===== src/rtl/ptp_tx_ts_queue.sv =====
// ptp_tx_ts_queue
// Holds egress PTP timestamps captured by the TX timestamp unit until
// software drains them through a small bus register window. Software reads
// STATUS, reads the HEAD words and then writes POP to CTRL.
//
// Ports
//   bus2ip_clk      single clock for the bus and the capture path
//   bus2ip_rst_n    synchronous active-low reset
//   bus2ip_addr_i   bus word address (compared on all 32 bits)
//   bus2ip_data_i   bus write data (CTRL: bit0 POP, bit1 CLR_OVF, bit2 FLUSH)
//   bus2ip_rd_ce_i  read strobe
//   bus2ip_wr_ce_i  write strobe
//   ip2bus_data_o   combinational read data, 0 when not addressed
//   ts_valid_i      one-cycle capture strobe
//   ts_sec_i        captured seconds (48 bit)
//   ts_ns_i         captured nanoseconds
//   ts_seq_id_i     PTP sequenceId of the frame
//   ts_msg_type_i   PTP messageType of the frame
//   int_tx_ptp_o    registered pulse, high the cycle after each accepted capture
module ptp_tx_ts_queue #(
    parameter logic [31:0] TSQ_BASE_ADDR = 32'h0000_0310,
    parameter int          DEPTH         = 4,
    parameter int          AW            = 2
) (
    input  logic        bus2ip_clk,
    input  logic        bus2ip_rst_n,
    input  logic [31:0] bus2ip_addr_i,
    input  logic [31:0] bus2ip_data_i,
    input  logic        bus2ip_rd_ce_i,
    input  logic        bus2ip_wr_ce_i,
    output logic [31:0] ip2bus_data_o,
    input  logic        ts_valid_i,
    input  logic [47:0] ts_sec_i,
    input  logic [31:0] ts_ns_i,
    input  logic [15:0] ts_seq_id_i,
    input  logic [3:0]  ts_msg_type_i,
    output logic        int_tx_ptp_o
);

    // Entry layout: {msg_type, seq_id, sec, ns}
    localparam int          EW          = 100;
    localparam logic [AW:0] FULL_CNT    = (AW + 1)'(DEPTH);
    localparam logic [31:0] ADDR_STATUS = TSQ_BASE_ADDR;
    localparam logic [31:0] ADDR_NS     = TSQ_BASE_ADDR + 32'd1;
    localparam logic [31:0] ADDR_SEC_LO = TSQ_BASE_ADDR + 32'd2;
    localparam logic [31:0] ADDR_SEC_HI = TSQ_BASE_ADDR + 32'd3;
    localparam logic [31:0] ADDR_INFO   = TSQ_BASE_ADDR + 32'd4;
    localparam logic [31:0] ADDR_CTRL   = TSQ_BASE_ADDR + 32'd5;

    logic [EW-1:0] mem_r [DEPTH];
    logic [AW-1:0] wr_ptr_r;
    logic [AW-1:0] rd_ptr_r;
    logic [AW:0]   count_r;
    logic          overflow_r;
    logic [15:0]   drop_cnt_r;
    logic          int_r;

    logic          ctrl_hit_s;
    logic          pop_req_s;
    logic          clr_ovf_s;
    logic          flush_s;
    logic          empty_s;
    logic          full_s;
    logic          pop_ok_s;
    logic          push_ok_s;
    logic          drop_s;
    logic [EW-1:0] head_s;
    logic [31:0]   status_s;
    logic [31:0]   rd_data_s;
    logic          unused_s;

    assign ctrl_hit_s = bus2ip_wr_ce_i && (bus2ip_addr_i == ADDR_CTRL);
    assign pop_req_s  = ctrl_hit_s && bus2ip_data_i[0];
    assign clr_ovf_s  = ctrl_hit_s && bus2ip_data_i[1];
    assign flush_s    = ctrl_hit_s && bus2ip_data_i[2];
    assign empty_s    = (count_r == '0);
    assign full_s     = (count_r == FULL_CNT);
    // FLUSH wins over both POP and push; a pop frees the slot for a push when full.
    assign pop_ok_s   = pop_req_s && !empty_s && !flush_s;
    assign push_ok_s  = ts_valid_i && !flush_s && (!full_s || pop_ok_s);
    assign drop_s     = ts_valid_i && !flush_s && full_s && !pop_ok_s;
    assign head_s     = mem_r[rd_ptr_r];
    assign status_s   = {drop_cnt_r, 5'd0, overflow_r, full_s, empty_s, 8'(count_r)};
    assign unused_s   = &{1'b0, bus2ip_data_i[31:3]};

    // Queue pointers, count, overflow bookkeeping and interrupt pulse
    always_ff @(posedge bus2ip_clk) begin
        if (!bus2ip_rst_n) begin
            wr_ptr_r   <= '0;
            rd_ptr_r   <= '0;
            count_r    <= '0;
            overflow_r <= 1'b0;
            drop_cnt_r <= 16'd0;
            int_r      <= 1'b0;
        end else begin
            if (flush_s) begin
                wr_ptr_r <= '0;
                rd_ptr_r <= '0;
                count_r  <= '0;
            end else begin
                if (push_ok_s) begin
                    wr_ptr_r <= wr_ptr_r + AW'(1);
                end
                if (pop_ok_s) begin
                    rd_ptr_r <= rd_ptr_r + AW'(1);
                end
                if (push_ok_s && !pop_ok_s) begin
                    count_r <= count_r + (AW + 1)'(1);
                end else if (pop_ok_s && !push_ok_s) begin
                    count_r <= count_r - (AW + 1)'(1);
                end
            end
            // A drop in the same cycle as CLR_OVF leaves the fresh drop recorded.
            if (clr_ovf_s) begin
                overflow_r <= drop_s;
                drop_cnt_r <= drop_s ? 16'd1 : 16'd0;
            end else if (drop_s) begin
                overflow_r <= 1'b1;
                if (drop_cnt_r != 16'hFFFF) begin
                    drop_cnt_r <= drop_cnt_r + 16'd1;
                end
            end
            int_r <= push_ok_s;
        end
    end

    // Entry storage; deliberately not reset
    always_ff @(posedge bus2ip_clk) begin
        if (bus2ip_rst_n && push_ok_s) begin
            mem_r[wr_ptr_r] <= {ts_msg_type_i, ts_seq_id_i, ts_sec_i, ts_ns_i};
        end
    end

    // Register read mux; HEAD words read 0 while the queue is empty
    always_comb begin
        rd_data_s = 32'd0;
        if (bus2ip_rd_ce_i) begin
            case (bus2ip_addr_i)
                ADDR_STATUS: rd_data_s = status_s;
                ADDR_NS:     rd_data_s = empty_s ? 32'd0 : head_s[31:0];
                ADDR_SEC_LO: rd_data_s = empty_s ? 32'd0 : head_s[63:32];
                ADDR_SEC_HI: rd_data_s = empty_s ? 32'd0 : {head_s[95:80], head_s[79:64]};
                ADDR_INFO:   rd_data_s = empty_s ? 32'd0 : {1'b1, 27'd0, head_s[99:96]};
                default:     rd_data_s = 32'd0;
            endcase
        end else begin
            rd_data_s = 32'd0;
        end
    end

    assign ip2bus_data_o = rd_data_s;
    assign int_tx_ptp_o  = int_r;

endmodule


===== config.mk =====
export PLATFORM = sky130hd
export DESIGN_NAME = ptp_tx_ts_queue
export DESIGN_NICKNAME = d
export VERILOG_FILES = /design/src/rtl/ptp_tx_ts_queue.sv
export SDC_FILE = /design/constraint.sdc
export NUM_CORES = 1
export LEC_CHECK = 0
export CAP_MARGIN = 15
export CORE_MARGIN = 10
export CORE_UTILIZATION = 55
export CTS_CLUSTER_SIZE = 24
export DETAILED_ROUTE_END_ITERATION = 12
export DONT_BUFFER_PORTS = 1
export GPL_TIMING_DRIVEN = 0
export PLACE_DENSITY = 0.74
export SLEW_MARGIN = 20
export SYNTH_ARGS = -nofsm -noshare
export SYNTH_HDL_FRONTEND = slang
export SYNTH_SLANG_ARGS = --single-unit

===== constraint.sdc =====
create_clock -name bus2ip_clk -period 11.1 [get_ports bus2ip_clk]
set_input_delay 1.665 -clock bus2ip_clk [delete_from_list [all_inputs] [get_ports bus2ip_clk]]
set_output_delay 1.665 -clock bus2ip_clk [all_outputs]
set_load 0.02 [all_outputs]

==> results.ini, run 1 <==
[global_route]
grt_overflow=0
grt_pass1_vias=8922
grt_max_degree=46
antenna_found_initial=0
grt_pass1_wl_um=57500
grt_usage_pct=19.8

[outcome]
status=finished clean

[synthesis]
synth_edf_count=400
synthFlopType=edfxtp_1
synth.mux.area_fraction_pct=13.5
synth_compound_area_share_pct=4.32
synth_xor_area_share_pct=0.258
syn-num-nets=1038
syn_area_per_cell_um2=19.7
synth_common_cells=edfxtp_1, mux4_2, nand2_1
synth_warnings=0
synth_simple_gate_area_share_pct=5.79
netlist_instances=862
async_flop_share_pct=0
synth_top_family_by_area=multiplexers
ys_types=51
synth_top_area_share_pct=70.8
yosys.area_share.adder_pct=0.561
syn_area_um2=17000
ys_seq_area_share_pct=74.0
yosysMostFrequentCell=edfxtp_1
yosys.area.top_type=edfxtp_1
synth.area.top_cells=edfxtp_1, mux4_2, dfxtp_1, nor4b_1, o2bb2ai_1
ys_seq_elements=427

[final_layout]
area_growth_pct=12.2
diodes=0
drive_above_1_share_pct=20.8
nets=1090
utilization_pct=62.4

[power]
power_frac_seq_pct=54.6
power_frac_clock_pct=40.0
irDropWorstVdd_mv=0.146
p_sw_mw=0.727
p_leak_nw=5.63
intPower_mw=2.73
p_total_mw=3.45
power_density_nw_per_um2=182
p_sw_share_pct=21.0
combPwrFrac_pct=5.4

[die]
die_area_um2=38300
rows=64
core-area_um2=30500
die_height_um=196
die_x_um=196
initial_core_util_pct=55.6
ios=202

[place]
place.port_buffers=0
routabilityCongestion=0.885
hpwl_um=25300

[min_path]
hp-class=register to register
hold-path-endpoint=drop_cnt_r[10]
hp-start=drop_cnt_r[10]
hold-path-cell-count=2

[timing]
period_minus_slack_ps=6120
timing.final.crit_share_pct=55.2
fmax_mhz=163
slew-limit-headroom_pct=34.0
setup_viol=0
drv_slew=0
finalHoldViolCount=0
hold-worst-slack_ps=526
skew_ps=23.8
tightest_slew_ps=989
setup_tns_ps=0
rsz0062_at_grt=false

[detailed_routing]
vias=8803
drtPass1Iterations=5
drc=0
routedWlPerCell_um=28.7
routed_via_density=6.55
finalWirelength_um=38500
drt_iter0_markers=801
ant_nets=0

[clock_tree]
post_cts_buffers=0
cts_tree=yes
cts_num_sinks=427
htreeDepth=2
tritoncts.num_buffers=42
clock_path_buffers=3
cts_hold_buf=0
postCtsResizedCells=0
insertion_delay_ps=550
cts.reportedPaths.clkPinSlew_ps=60
root_buffer=clkbuf_16

[setup_path]
startpoint_type=input port
worstPathRequired_ps=9440
r2r-end=drop_cnt_r[2]
cp-end-kind=primary output
r2r-start=drop_cnt_r[0]
critical_path_peak_fanout=10
reg2reg_slack_ps=8260
arrival_ps=4460
r2r_cells=8
crit_type=input port to primary output

[job]
cap_violations=0

placed cells by master, fill, tap and decap left out, types with 11 or more instances in the layout:
cell         n
edfxtp_1   400
clkinv_1    14
mux4_2     100
o31ai_1     11
nor2_1      17
a221oi_1    16
or4_1       11
buf_2       18
clkbuf_16   42
a21oi_1     22
nor4b_1     20
nand2_1     31
nand4_1     12
dfxtp_1     27
a22oi_1     14
clkbuf_1    36
o2bb2ai_1   18
power groups by stage:
stage          sequential, mW  combinational (mW)  clock, mW
2_1_floorplan            1.92               0.123          0
3_3_place_gp             1.93               0.169          0
3_5_place_dp             1.92               0.186          0
4_1_cts                  1.89               0.187       1.40
5_1_grt                  1.89               0.202       1.46
6_report                 1.89               0.185       1.38
per-stage QoR:
step | instances | setup slack (ps) | area [um2]
finish | 1344 | 4980 | 19000
global route | 1344 | 4860 | 19000
CTS | 1344 | 4980 | 19000
detailed placement | 1266 | 5000 | 17700
global placement | 1258 | 2960 | 17500
floorplan | 862 | 5130 | 17000
sequential cells by signal (all words and copies together), names as in the netlist, named ones only:
register / flops
wr_ptr_r: 2
overflow_r: 1
drop_cnt_r: 16
count_r: 3
rd_ptr_r: 2
int_tx_ptp_o: 1
mem_r: 400
final cells by class:
| cell class | instances | area (um2) |
|---|---|---|
| fill | 2087 | 11500 |
| clock buffer | 50 | 1080 |
| tap | 396 | 495 |
| clock inverter | 28 | 265 |
| multi-input combinational | 377 | 4170 |
| inverter | 5 | 18.8 |
| sequential | 427 | 12600 |
| buffer | 53 | 244 |
| timing repair buffer | 8 | 205 |
metal layers:
layer	GRT usage (%)	part of all wire [%]
met1	26.2	38
met2	30.7	48
met3	6.51	11
met4	6.14	2.6
met5	0	0
worst max-delay path, stage by stage:
cell and delay, ps:
or4b_1 580, nand4bb_1 270, buf_2 220, nor2_2 530, buf_2 420, a221oi_1 180
o2bb2ai_1 590
logic make-up after synthesis:
kind of cell	Yosys count
and+or+nand+nor	161
DFF	427
buffers and inverters	58
AOI/OAI and AO/OA	100
adders and majority gates	7
muxes	104
xor gates and xnor gates	5
worst max-delay path by stage:
stage	startpoint	depth (start not counted)	slack (ps)	endpoint
2_1_floorplan	bus2ip_addr_i[5]	6	5130	mem_r[1][0]
3_3_place_gp	bus2ip_addr_i[0]	7	2960	mem_r[1][46]
3_5_place_dp	bus2ip_addr_i[5]	7	5000	ip2bus_data_o[9]
4_1_cts	bus2ip_addr_i[5]	7	4980	ip2bus_data_o[9]
5_1_grt	bus2ip_addr_i[5]	7	4860	ip2bus_data_o[29]
6_report	bus2ip_addr_i[5]	7	4980	ip2bus_data_o[29]
Power figures use the tool's default switching activity.
==> run 2, diff against run 1 <==
==> constraint.sdc (replaced) <==
create_clock -name bus2ip_clk -period 5.9 [get_ports bus2ip_clk]
set_input_delay 0.885 -clock bus2ip_clk [delete_from_list [all_inputs] [get_ports bus2ip_clk]]
set_output_delay 0.885 -clock bus2ip_clk [all_outputs]
set_load 0.02 [all_outputs]
==> results of run 2 <==
Same layout as run 1 (identical final DEF). Status: finished clean.
Main changes from that run: setup slack after placement 5000 ps -> 1360 ps; setup slack after layout 4980 ps -> 1210 ps; hold slack 526 ps -> 430 ps; end point of the critical path ip2bus_data_o[29] -> ip2bus_data_o[9]; register-to-register setup slack 8260 ps -> 3060 ps; end point of the worst hold path drop_cnt_r[10] -> mem_r[2][2]; total power 3.45 mW -> 6.50 mW; worst IR drop on VDD 0.146 mV -> 0.275 mV
==> run 3, diff against run 2 <==
--- a/config.mk
+++ b/config.mk
@@ -12,7 +12,7 @@
 export DETAILED_ROUTE_END_ITERATION = 12
 export DONT_BUFFER_PORTS = 1
 export GPL_TIMING_DRIVEN = 0
-export PLACE_DENSITY = 0.74
+export PLACE_DENSITY = 0.77
 export SLEW_MARGIN = 20
 export SYNTH_ARGS = -nofsm -noshare
 export SYNTH_HDL_FRONTEND = slang
==> constraint.sdc (replaced) <==
create_clock -name bus2ip_clk -period 3.8 [get_ports bus2ip_clk]
set_input_delay 0.57 -clock bus2ip_clk [delete_from_list [all_inputs] [get_ports bus2ip_clk]]
set_output_delay 0.57 -clock bus2ip_clk [all_outputs]
set_load 0.02 [all_outputs]
==> run 3 against run 2 <==
Clock power is 55% higher. Register-to-register slack worse by 2100 ps. Final cell count is 0.22% lower. Critical path depth is 1 higher. Flip-flop and latch count stayed put. Utilization is 0.53 points higher. Power is 55% higher. Wire length is 1.6% lower. Via count is 0.74% lower. Non-clock buffer count is 1 lower. Critical path type is now input port to primary output. Largest power group unchanged.
==> results.ini, run 3 (synthesized netlist as in run 1, its figures left out) <==
[outcome]
status=finished clean

[clock_tree]
root_buffer=clkbuf_16
clock_path_buffers=3
tritoncts.num_buffers=42
htreeDepth=2
insertion_delay_ps=550
cts_hold_buf=0
cts_tree=yes
cts_num_sinks=427
post_cts_buffers=0
cts.reportedPaths.clkPinSlew_ps=60

[global_route]
grt_usage_pct=19.8
antenna_found_initial=0
grt_max_degree=47
grt_overflow=0
grt_pass1_vias=8928
grt_pass1_wl_um=57400

[place]
hpwl_um=25700
place.port_buffers=0
dp_cells=1266
routabilityCongestion=0.903

[die]
die_x_um=196
ios=202
rows=64
die_area_um2=38300
die_height_um=196
initial_core_util_pct=55.6
core-area_um2=30500

[final_layout]
drive_above_1_share_pct=24.8
final_cell_mix=edfxtp_1, mux4_2, clkbuf_16
final_cells=1341
final_common_cell=edfxtp_1
area_growth_pct=13.1
top_register=mem_r
diodes=0
top_regs=mem_r (400), drop_cnt_r (16), count_r (3)
largest_reg_flops=400
nets=1089

[timing]
rsz0062_at_grt=true
setup_viol=0
slew-limit-headroom_pct=35.9
drv_slew=0
skew_ps=16.2
setup_tns_ps=0
finalHoldViolCount=0
fmax_mhz=264
tightest_slew_ps=953
timing.final.crit_share_pct=99.5
period_minus_slack_ps=3780

[detailed_routing]
drt_iter0_markers=920
drc=0
routed_via_density=6.52
ant_nets=0
drtPass1Iterations=5
routedWlPerCell_um=28.3
finalWirelength_um=37900
vias=8738

[power]
irDropWorstVdd_mv=0.447
power_density_nw_per_um2=525
p_total_mw=10.1
p_leak_nw=5.70

[setup_path]
startpoint_type=input port
arrival_ps=3210
cp-end-kind=primary output
crit_type=input port to primary output
worstPathRequired_ps=3230
critical_path_peak_fanout=10

[min_path]
hp-class=input port to register

[job]
cap_violations=0

## run 3: changes by cell type in the layout (fill, tap and decap cells not counted), moves of 7 or more
cell,change
a21oi_1,-7
a21oi_2,+7
clkinv_1,-7
o2bb2ai_1,-7
o2bb2ai_2,+7
## run 3: worst max-delay path: stages
cell and delay [ps]:
or4b_1 570, nand4bb_1 300, buf_2 250, clkbuf_1 300, nor4b_1 600, a221oi_1 130
o2bb2ai_1 480
## run 3: where the power goes
| part | internal [mW] | switching (mW) |
|---|---|---|
| logic | 0.221 | 0.320 |
| clock network | 2.32 | 1.71 |
| registers | 5.43 | 0.0813 |
| total | 7.97 | 2.11 |
## run 3: final timing paths
path	startpoint	endpoint	slack, ps	depth (start not counted)
worst max-delay path	bus2ip_addr_i[5]	ip2bus_data_o[20]	20	7
worst min register to register	wr_ptr_r[1]	wr_ptr_r[1]	510	2
worst max register to register	drop_cnt_r[0]	drop_cnt_r[1]	950	8
worst min-delay path	ts_sec_i[14]	mem_r[2][46]	110	0
## run 3: metal layers
layer | global-route usage [%] | wire, um
met1 | 26.1 | 14500
met3 | 7.01 | 4280
met5 | 0 | 0
met2 | 30.4 | 18200
met4 | 5.74 | 1010
## run 3: stage by stage
step	hold slack, ps	instance area (um2)	worst slack, ps	util (%)
2_1_floorplan	466	17000	54.9	-
3_3_place_gp	482	17500	-1130	57.2
3_5_place_dp	497	17700	-101	57.9
4_1_cts	92.9	19100	7.01	62.6
5_1_grt	92.2	19200	-57.4	62.9
6_report	113	19200	19.2	62.9
## run 3: layout make-up
| type | count | area [um2] |
|---|---|---|
| fill | 2056 | 11300 |
| buffer | 52 | 274 |
| tap | 396 | 495 |
| clock buffer | 54 | 1130 |
| timing repair buffer | 8 | 198 |
| sequential | 427 | 12600 |
| clock inverter | 22 | 220 |
| multi-input combinational | 377 | 4310 |
| inverter | 5 | 18.8 |
## run 3: repair_timing
item	4_1_cts	5_1_grt
gates resized for setup	23	20
endpoints found under the hold margin	0	0
pin swaps	0	0
setup endpoints to repair	32	24
==> patch, RTL diff (flow settings as in run 2) <==
Remove the register `int_r`: a continuous assignment takes its place, so the output `int_tx_ptp_o` follows one clock earlier.
--- a/src/rtl/ptp_tx_ts_queue.sv
+++ b/src/rtl/ptp_tx_ts_queue.sv
@@ -93,3 +93,2 @@
             drop_cnt_r <= 16'd0;
-            int_r      <= 1'b0;
         end else begin
@@ -122,5 +121,6 @@
             end
-            int_r <= push_ok_s;
         end
     end
+
+    assign int_r = push_ok_s;
 
Function: changed (a bounded check fails within 4 cycles, from zero or initial values and one cycle with bus2ip_rst_n low).
==> patch against run 2 <==
Design area increased by 0.39%. Wire length increased by 1.2%. Sequential cell count decreased by 1. Non-clock buffer count decreased by 7. Area after synthesis increased by 0.57%. Worst setup slack got worse by 0.20 ns. Power decreased by 0.41%. Largest cell class unchanged.
==> patch: results (changes against run 2) <==
stage	metric	value	unit	change
finish	layout cells sized above 1	20.8	%	+0.036 points
worst_setup_path	CP peak stage delay	0.80	ns	+0.12 ns
worst_hold_path	cell depth of the worst hold path	0		unchanged
detailed_routing	DR vias	8813		+0.11%
clocking	CTS buffer count	44		+4.8%
global_routing	vias in the first global route	9056		+1.5%
finish	Largest regs	mem_r x400, drop_cnt_r x16, count_r x3		
worst_setup_path	Worst path slowest cell	o21ai_0		
power	total power	0.00647	W	-0.41%
clocking	H-Tree Depth	2		unchanged
clocking	Worst-Skew Late Latency	0.53	ns	-0.02 ns
detailed_routing	drt wl/cell	27.8	um	-2.9%
worst_setup_path	crit path DAT	4.00	ns	+0.20 ns
synthesis	ys async rst share	0	%	unchanged
finish	Fillers	2206		+5.7%
synthesis	Top FF cell, synth	edfxtp_1		
synthesis	Synth top cells by count	edfxtp_1 (400), mux4_2 (100), nand2_1 (91)		
finish	Final #Nets	1151		+5.6%
detailed_routing	WL met3	4550	um	+5.9%
clocking	Post-CTS Setup Repair Bufs	0		unchanged
power	NetSw	0.00135	W	-1.2%
power	Comb. pwr	0.000390	W	+12%
synthesis	Synth area leaders	edfxtp_1 (70%), mux4_2 (13%), dfxtp_1 (3.1%)		
detailed_routing	Initial DRT Pass Iterations	6		+1
detailed_routing	violation count after the first detailed-route iteration	769		-4.0%
outcome	status	finished clean		
synthesis	Cell variety after synth	67		+31%
power	Worst VDD drop	0.244	mV	-11%
worst_hold_path	Hold/Removal Path Class	input port to register		
placement	placed inst area	17800	um^2	+0.59%
detailed_routing	Metal-1 WL	15200	um	+3.0%
finish	diodes inserted	0		unchanged
global_routing	largest net degree at the start of global routing	48		+4.3%
global_routing	first-pass GRT wire length	58000	um	+0.90%
worst_setup_path	Crit Path Max Fanout	10		unchanged
worst_setup_path	critical path's top delay family	buffers and inverters		
synthesis	register area share after synthesis	73.5	%	-0.54 points
worst_setup_path	R2R cell count	9		+1
timing	Clock Skew	0.0169	ns	-0.00697 ns
detailed_routing	Max Used Layer	met4		
clocking	Max Buffers Root-to-Sink	3		unchanged
placement	Final Wtd Congestion	0.884		-0.17%
clocking	clock transition at the registers of the reported paths	0.06	ns	about the same
global_routing	Overall Global Routing Usage	20.0	%	+0.17 points
power	part of the power in registers	54.7	%	about the same
placement	Post-DP HPWL	25700	um	+1.4%
global_routing	initial antenna violation count	0		unchanged
timing	max-slew violations	0		unchanged
timing	Worst Tran Pin Value	1.08	ns	+0.0935 ns
power	total leakage power	5.86	nW	+4.1%
clocking	CTS-repair resized insts	0		unchanged
synthesis	Yosys warnings	0		unchanged
synthesis	number of enable flip-flop cells after synthesis	400		unchanged
synthesis	Net Count, Synth	1097		+5.7%
placement	Port Buf Inserts	0		unchanged
clocking	Root Buffer	clkbuf_16		
detailed_routing	WL met2	18500	um	about the same
## patch: through the flow
step	utilization [%]	TNS [ns]	setup slack, ns	instances
2_1_floorplan	-	0	0.707	921
3_3_place_gp	57.4	-554.89	-1.44	1317
3_5_place_dp	58.1	0	1.40	1325
4_1_cts	62.4	0	0.895	1400
5_1_grt	62.4	0	0.824	1400
6_report	62.4	0	1.02	1400
## patch: layout make-up
type                       instances  area (um^2)  area share (%)
multi-input combinational        439         4310            22.5
sequential                       426        12500            65.6
inverter                          10         37.5           0.197
buffer                            46          205            1.07
timing repair buffer               8          213            1.11
tap                              396          495            2.59
clock inverter                    19          145           0.760
clock buffer                      56         1170            6.11
## patch: path summary, 6_finish.rpt
path / start / end / slack (ns)
max: register / ip2bus_data_o[29] / 1.02
min: ts_ns_i[16] / mem_r[1][16]$_DFFE_PP_ / 0.44
max reg2reg: count_r[0]$_SDFFE_PP0P_ / count_r[2]$_SDFFE_PP0P_ / 3.31
min reg2reg: drop_cnt_r[15]$_SDFFE_PN0P_ / drop_cnt_r[15]$_SDFFE_PN0P_ / 0.50
## patch: cells by family (layout without fill, tap and decap cells)
group                    Yosys count  after routing  synth area share (%)
multiplexers                     113            113                  14.0
AO/OA/AOI/OAI                    113            113                  4.06
XOR/XNOR                           4              4                 0.205
adder cells (fa/ha/maj)            7              7                 0.558
AND/OR/NAND/NOR                  202            202                  6.29
buffers and inverters             56            139                  1.42
flip-flops                       426            426                  73.5
## patch: metal layers
| layer | vias up | global-route usage (%) |
|---|---|---|
| li1 | 3869 | - |
| met1 | 4462 | 26.2 |
| met2 | 424 | 30.7 |
| met3 | 58 | 7.66 |
| met4 | 0 | 5.40 |
| met5 | - | 0 |
